**config.mk**
```make
export PLATFORM = sky130hd
export DESIGN_NAME = masked_serial_adder
export DESIGN_NICKNAME = d
export VERILOG_FILES = /design/src/rtl/masked_serial_adder.sv
export SDC_FILE = /design/constraint.sdc
export NUM_CORES = 1
export LEC_CHECK = 0
export BUFFER_PORTS_ARGS = -buffer_cell sky130_fd_sc_hd__buf_2
export CAP_MARGIN = 20
export CORE_ASPECT_RATIO = 0.8
export CORE_MARGIN = 4
export CORE_UTILIZATION = 55
export CTS_CLUSTER_DIAMETER = 30
export CTS_CLUSTER_SIZE = 24
export DETAILED_ROUTE_END_ITERATION = 8
export GPL_TIMING_DRIVEN = 0
export PLACE_DENSITY = 0.78
export SLEW_MARGIN = 20
export SYNTH_ARGS = -nofsm -noshare
export SYNTH_HDL_FRONTEND = slang
export SYNTH_SLANG_ARGS = --single-unit
```
**constraint.sdc**
```tcl
create_clock -name clk -period 7.3 [get_ports clk]
set_clock_uncertainty 0.1 [all_clocks]
set_input_delay 0 -clock clk [delete_from_list [all_inputs] [get_ports clk]]
set_output_delay 0 -clock clk [all_outputs]
set_load 0.005 [all_outputs]
```
**src/rtl/masked_serial_adder.sv**
```systemverilog
// masked_serial_adder
// Bit-serial adder over two Boolean shares. Each operand bit takes two
// cycles: GEN registers the domain-oriented-masking (DOM) AND terms for
// the generate term g = a&b and the propagate term t = c&(a^b); COMP folds
// those terms into the new carry shares and writes one sum bit per share.
// The shares of a value are never XORed together anywhere in the datapath.
//
// Optional feature: define ADDER_COUT_EN to add the carry-out share ports
// o_Cout0/o_Cout1. Without it the final carry is simply dropped.
//
// WIDTH is intended for the range 1..64.
module masked_serial_adder #(
    parameter int WIDTH = 8
) (
    input  logic             clk,
    input  logic             rst,
    input  logic             i_valid,
    output logic             i_ready,
    input  logic [WIDTH-1:0] i_A0,
    input  logic [WIDTH-1:0] i_A1,
    input  logic [WIDTH-1:0] i_B0,
    input  logic [WIDTH-1:0] i_B1,
    input  logic             i_Cin0,
    input  logic             i_Cin1,
    input  logic [1:0]       i_r,
    output logic             o_valid,
    input  logic             o_ready,
    output logic [WIDTH-1:0] o_Sum0,
    output logic [WIDTH-1:0] o_Sum1
`ifdef ADDER_COUT_EN
    ,
    output logic             o_Cout0,
    output logic             o_Cout1
`endif
);

    // Bit index width; a 1-bit operand still needs a 1-bit counter.
    localparam int KW = (WIDTH > 1) ? $clog2(WIDTH) : 1;
    localparam logic [KW-1:0] K_LAST = KW'(WIDTH - 1);

    typedef enum logic [1:0] {
        IDLE = 2'd0,
        GEN  = 2'd1,
        COMP = 2'd2,
        DONE = 2'd3
    } state_t;

    state_t state_reg;
    state_t state_next;

    // Latched operand shares and the sum under construction, one word per share.
    logic [WIDTH-1:0] a_reg   [2];
    logic [WIDTH-1:0] b_reg   [2];
    logic [WIDTH-1:0] sum_reg [2];
    logic [WIDTH-1:0] sum_upd [2];

    logic [KW-1:0] k_reg;

    // Carry shares, index = share domain.
    logic [1:0] c_reg;

    // Registered DOM terms: inner-domain products and refreshed cross products.
    logic [1:0] g_in_reg;
    logic [1:0] g_x_reg;
    logic [1:0] t_in_reg;
    logic [1:0] t_x_reg;

    // Per-domain combinational signals for the current bit.
    logic [1:0] a_bit;
    logic [1:0] b_bit;
    logic [1:0] p_bit;
    logic [1:0] g_in_w;
    logic [1:0] g_x_w;
    logic [1:0] t_in_w;
    logic [1:0] t_x_w;
    logic [1:0] g_sh;
    logic [1:0] t_sh;
    logic [1:0] c_new;
    logic [1:0] s_bit;

    // One slice per share domain. Cross terms pair this domain's x with the
    // other domain's y and are refreshed by the gadget's random bit before
    // they reach a register; recombination happens only from registers.
    genvar gi;
    generate
        for (gi = 0; gi < 2; gi++) begin : g_domain
            assign a_bit[gi]  = a_reg[gi][k_reg];
            assign b_bit[gi]  = b_reg[gi][k_reg];
            assign p_bit[gi]  = a_bit[gi] ^ b_bit[gi];

            assign g_in_w[gi] = a_bit[gi] & b_bit[gi];
            assign g_x_w[gi]  = (a_bit[gi] & b_bit[1-gi]) ^ i_r[0];
            assign t_in_w[gi] = c_reg[gi] & p_bit[gi];
            assign t_x_w[gi]  = (c_reg[gi] & p_bit[1-gi]) ^ i_r[1];

            assign g_sh[gi]   = g_in_reg[gi] ^ g_x_reg[gi];
            assign t_sh[gi]   = t_in_reg[gi] ^ t_x_reg[gi];
            // g and c&p are never both 1, so OR reduces to XOR share-wise.
            assign c_new[gi]  = g_sh[gi] ^ t_sh[gi];
            assign s_bit[gi]  = p_bit[gi] ^ c_reg[gi];
        end
    endgenerate

    // Sum words with bit k replaced by the freshly computed sum share.
    always_comb begin
        for (int i = 0; i < 2; i++) begin
            sum_upd[i]        = sum_reg[i];
            sum_upd[i][k_reg] = s_bit[i];
        end
    end

    // State register.
    always_ff @(posedge clk) begin
        if (rst) begin
            state_reg <= IDLE;
        end else begin
            state_reg <= state_next;
        end
    end

    // Next-state logic and handshake outputs.
    always_comb begin
        state_next = state_reg;
        i_ready    = 1'b0;
        o_valid    = 1'b0;
        case (state_reg)
            IDLE: begin
                i_ready = 1'b1;
                if (i_valid) begin
                    state_next = GEN;
                end
            end
            GEN: begin
                state_next = COMP;
            end
            COMP: begin
                if (k_reg == K_LAST) begin
                    state_next = DONE;
                end else begin
                    state_next = GEN;
                end
            end
            DONE: begin
                o_valid = 1'b1;
                if (o_ready) begin
                    state_next = IDLE;
                end
            end
            default: begin
                state_next = IDLE;
            end
        endcase
    end

    // Datapath: operand capture, DOM term registers, carry/sum update and
    // the output registers, which are loaded only when the last bit completes.
    always_ff @(posedge clk) begin
        if (rst) begin
            k_reg      <= '0;
            a_reg[0]   <= '0;
            a_reg[1]   <= '0;
            b_reg[0]   <= '0;
            b_reg[1]   <= '0;
            sum_reg[0] <= '0;
            sum_reg[1] <= '0;
            c_reg      <= '0;
            g_in_reg   <= '0;
            g_x_reg    <= '0;
            t_in_reg   <= '0;
            t_x_reg    <= '0;
            o_Sum0     <= '0;
            o_Sum1     <= '0;
`ifdef ADDER_COUT_EN
            o_Cout0    <= 1'b0;
            o_Cout1    <= 1'b0;
`endif
        end else begin
            case (state_reg)
                IDLE: begin
                    if (i_valid) begin
                        a_reg[0] <= i_A0;
                        a_reg[1] <= i_A1;
                        b_reg[0] <= i_B0;
                        b_reg[1] <= i_B1;
                        c_reg    <= {i_Cin1, i_Cin0};
                        k_reg    <= '0;
                    end
                end
                GEN: begin
                    g_in_reg <= g_in_w;
                    g_x_reg  <= g_x_w;
                    t_in_reg <= t_in_w;
                    t_x_reg  <= t_x_w;
                end
                COMP: begin
                    sum_reg[0] <= sum_upd[0];
                    sum_reg[1] <= sum_upd[1];
                    c_reg      <= c_new;
                    if (k_reg == K_LAST) begin
                        o_Sum0  <= sum_upd[0];
                        o_Sum1  <= sum_upd[1];
`ifdef ADDER_COUT_EN
                        o_Cout0 <= c_new[0];
                        o_Cout1 <= c_new[1];
`endif
                    end else begin
                        k_reg <= k_reg + KW'(1);
                    end
                end
                default: begin
                end
            endcase
        end
    end

endmodule

```
==> reports/results.ini <==
[global_route]
grt_usage_pct = 21.7
antenna_found_initial = 0
grt_pass1_vias = 2710
grt_max_degree = 33
gr-total-overflow = 0
grt_pass1_wl_um = 13300

[cells_and_area]
multi_input_area_mm2 = 0.00143
syn2layout_area_growth_pct = 26.5
antennaDiodeCount = 0
regArea_mm2 = 0.00206
nets = 469
drive_gt1_share_pct = 19.6
fillers = 478
final_util_pct = 71.3

[sta]
worst_pin_slew_ns = 0.785
hold_viol_final = 0
fmax_mhz = 314
setup_viol = 0
drv_slew = 0
rsz0062_at_grt = false
period_needed_ns = 3.18
fin_setup_tns_ns = 0
maxSlewHeadroom_pct = 47.7
fin_crit_sh_pct = 43.6

[clocking]
cts_root_buffer = clkbuf_8
cts_tree = done
clock_latency_ns = 0.36
ctsResizeCount = 0
ctsHtreeMaxLevel = 3
cts.path.max_buffers = 2
clock-sinks = 79
cts_buffers = 9
path_clk_slew_ns = 0.08

[setup_path]
setup.worst_path.end_class = register
endpoint = o_Sum0[2]
reg2reg_slack_ns = 4.12
slowest_stage = clkbuf_1
slowest_delay_ns = 0.37
cp_cell_sequence = buf_2 -> clkbuf_1 -> nor2_1 -> a22o_1 -> or2_2 -> ha_1 -> ha_1 -> buf_1 -> mux2i_1 -> a211oi_1
r2r_cells = 10
cp.required_ns = 7.46
crit-reg2reg-capture = o_Sum0[2]
r2r_start = k_reg[2]
crit_path_start_kind = register
critPathMaxFanout = 10
timing.critical_path.mode_cell = ha_1
worstSetupPathType = reg -> reg
cp-startpoint = k_reg[2]
arrival_ns = 3.34

[detailed_routing]
vias = 2700
drt_iter0_drc = 145
dr.pass1.iters = 5
wire_per_inst_um = 15.7
ant_nets = 0
drc = 0
viasPerCell = 5.27
drt_wl_total_um = 8010

[floorplanning]
core_mm2 = 0.00638
ioPinCount = 58
dieHeight_um = 80.3
die_w_um = 98.4
num_rows = 26
initial_utilization_pct = 56.4
die_area_mm2 = 0.00790

[synth]
synth_cell_type_count = 39
yosysMostFrequentCell = nor2_1
syn_inst = 320
yosys.area.top_type = edfxtp_1
avgSynthCellArea_um2 = 11.2
synth_top_area_share_pct = 40.1
synth_seq_cells = 79
synth_edf_count = 48
ys_top_cells_by_count = 54 x nor2_1, 48 x edfxtp_1, 34 x and2_1
netlist_area_mm2 = 0.00359
synthFlopType = edfxtp_1
yosys-top-cells-area = edfxtp_1 40%, dfxtp_1 17%, mux2i_1 6.7%
yosys_warnings = 0
synthesis.nets = 366
seq_area_frac_synth_pct = 57.4
async_flop_share_pct = 0

[pwr]
vdd_drop_max_v = 0.000141
power_density_mw_per_mm2 = 209
p_leak_nw = 1.82

[status]
outcome = completed

[place]
portBuffers = 56
dp_hpwl_um = 5470
gp_congestion = 0.897

[job]
cap_violations = 0

[min_path]
hp-class = in -> reg

-- report_power, final --
part | internal (mW) | total [mW] | switching [mW]
registers | 0.499 | 0.507 | 0.00799
logic | 0.0504 | 0.108 | 0.0579
clock network | 0.169 | 0.335 | 0.166
-- per-stage QoR --
| stage | total power, mW | hold WS (ns) | instances | setup slack [ns] | instance area (µm²) |
|---|---|---|---|---|---|
| 2_1_floorplan | 0.576 | 0.0959 | 320 | 4.68 | 3590 |
| 3_3_place_gp | 0.604 | 0.179 | 460 | 4.27 | 3980 |
| 3_5_place_dp | 0.609 | 0.179 | 460 | 4.16 | 3980 |
| 4_1_cts | 0.948 | 0.0159 | 512 | 4.13 | 4550 |
| 5_1_grt | 0.984 | 0.0775 | 512 | 3.92 | 4550 |
| 6_report | 0.950 | 0.0103 | 512 | 4.12 | 4550 |
-- critical path: cells and delay by family, from the launching register on --
family,cells,cell delay [ns]
adders and majority gates,2,0.57
DFF,1,0.33
muxes,1,0.20
AOI/OAI and AO/OA,2,0.55
and+or+nand+nor,2,0.40
buffers and inverters,3,0.94
-- cell families after synthesis --
| family | after synthesis | share of synthesized area [%] |
|---|---|---|
| simple gates | 127 | 17.1 |
| flops | 79 | 57.4 |
| compound gates | 45 | 8.88 |
| mux | 29 | 9.40 |
| buf+inv | 25 | 2.99 |
| xor+xnor | 9 | 2.19 |
| fa+ha+maj | 6 | 2.09 |
-- repair_timing --
action	4_1_cts	5_1_grt
setup buffers	0	0
hold buffers	36	0
endpoints found under the hold margin	38	0
-- final cells by class --
type | count | share of cell area [%]
flip-flops and latches | 79 | 45.3
multi-input cells | 216 | 31.4
repair buffers | 92 | 14.1
clock buffers | 10 | 3.03
well taps | 84 | 2.31
plain buffers | 24 | 2.28
clock inverters | 6 | 1.49
inverters | 1 | 0.0825
-- worst min-delay path by stage --
stage | start | endpoint | slack (ns) | cells after the start
after detailed placement | i_B1[6] | b_reg[0][14] | 0.18 | 2
after CTS | i_Cin0 | c_reg[0] | 0.02 | 5
final | i_Cin0 | c_reg[0] | 0.01 | 5
after floorplan | i_r[0] | g_x_reg[1] | 0.1 | 2
after global routing | i_Cin1 | c_reg[1] | 0.08 | 5
after global placement | i_B1[1] | b_reg[0][9] | 0.18 | 2
-- metal layers --
metal,share of wire [%],vias to the layer above,track usage [%],wire (µm)
met5,0,-,0,0
met4,1.3,0,7.64,106
met3,6.3,8,4.95,506
met2,48,90,36.0,3890
met1,44,1269,28.1,3520
li1,-,1333,-,-
-- placed cells by master (no fill, tap or decap), types with 2 or more instances in the layout --
cell type / instances
mux2_2: 2
o21ai_0: 2
dfxtp_1: 31
xnor2_1: 7
xor2_1: 2
ha_1: 6
dlygate4sd3_1: 36
nand3_1: 2
mux2i_1: 24
edfxtp_1: 48
nor2_1: 54
inv_6: 2
and2_1: 34
o2bb2ai_1: 2
mux4_1: 2
or2_2: 2
a211oi_1: 20
clkbuf_8: 10
nand2_1: 20
nand2b_1: 3
clkbuf_1: 19
nor2b_1: 5
a21oi_1: 13
buf_2: 58
and4_1: 2
Note: power is estimated with default switching activity, not from simulation.
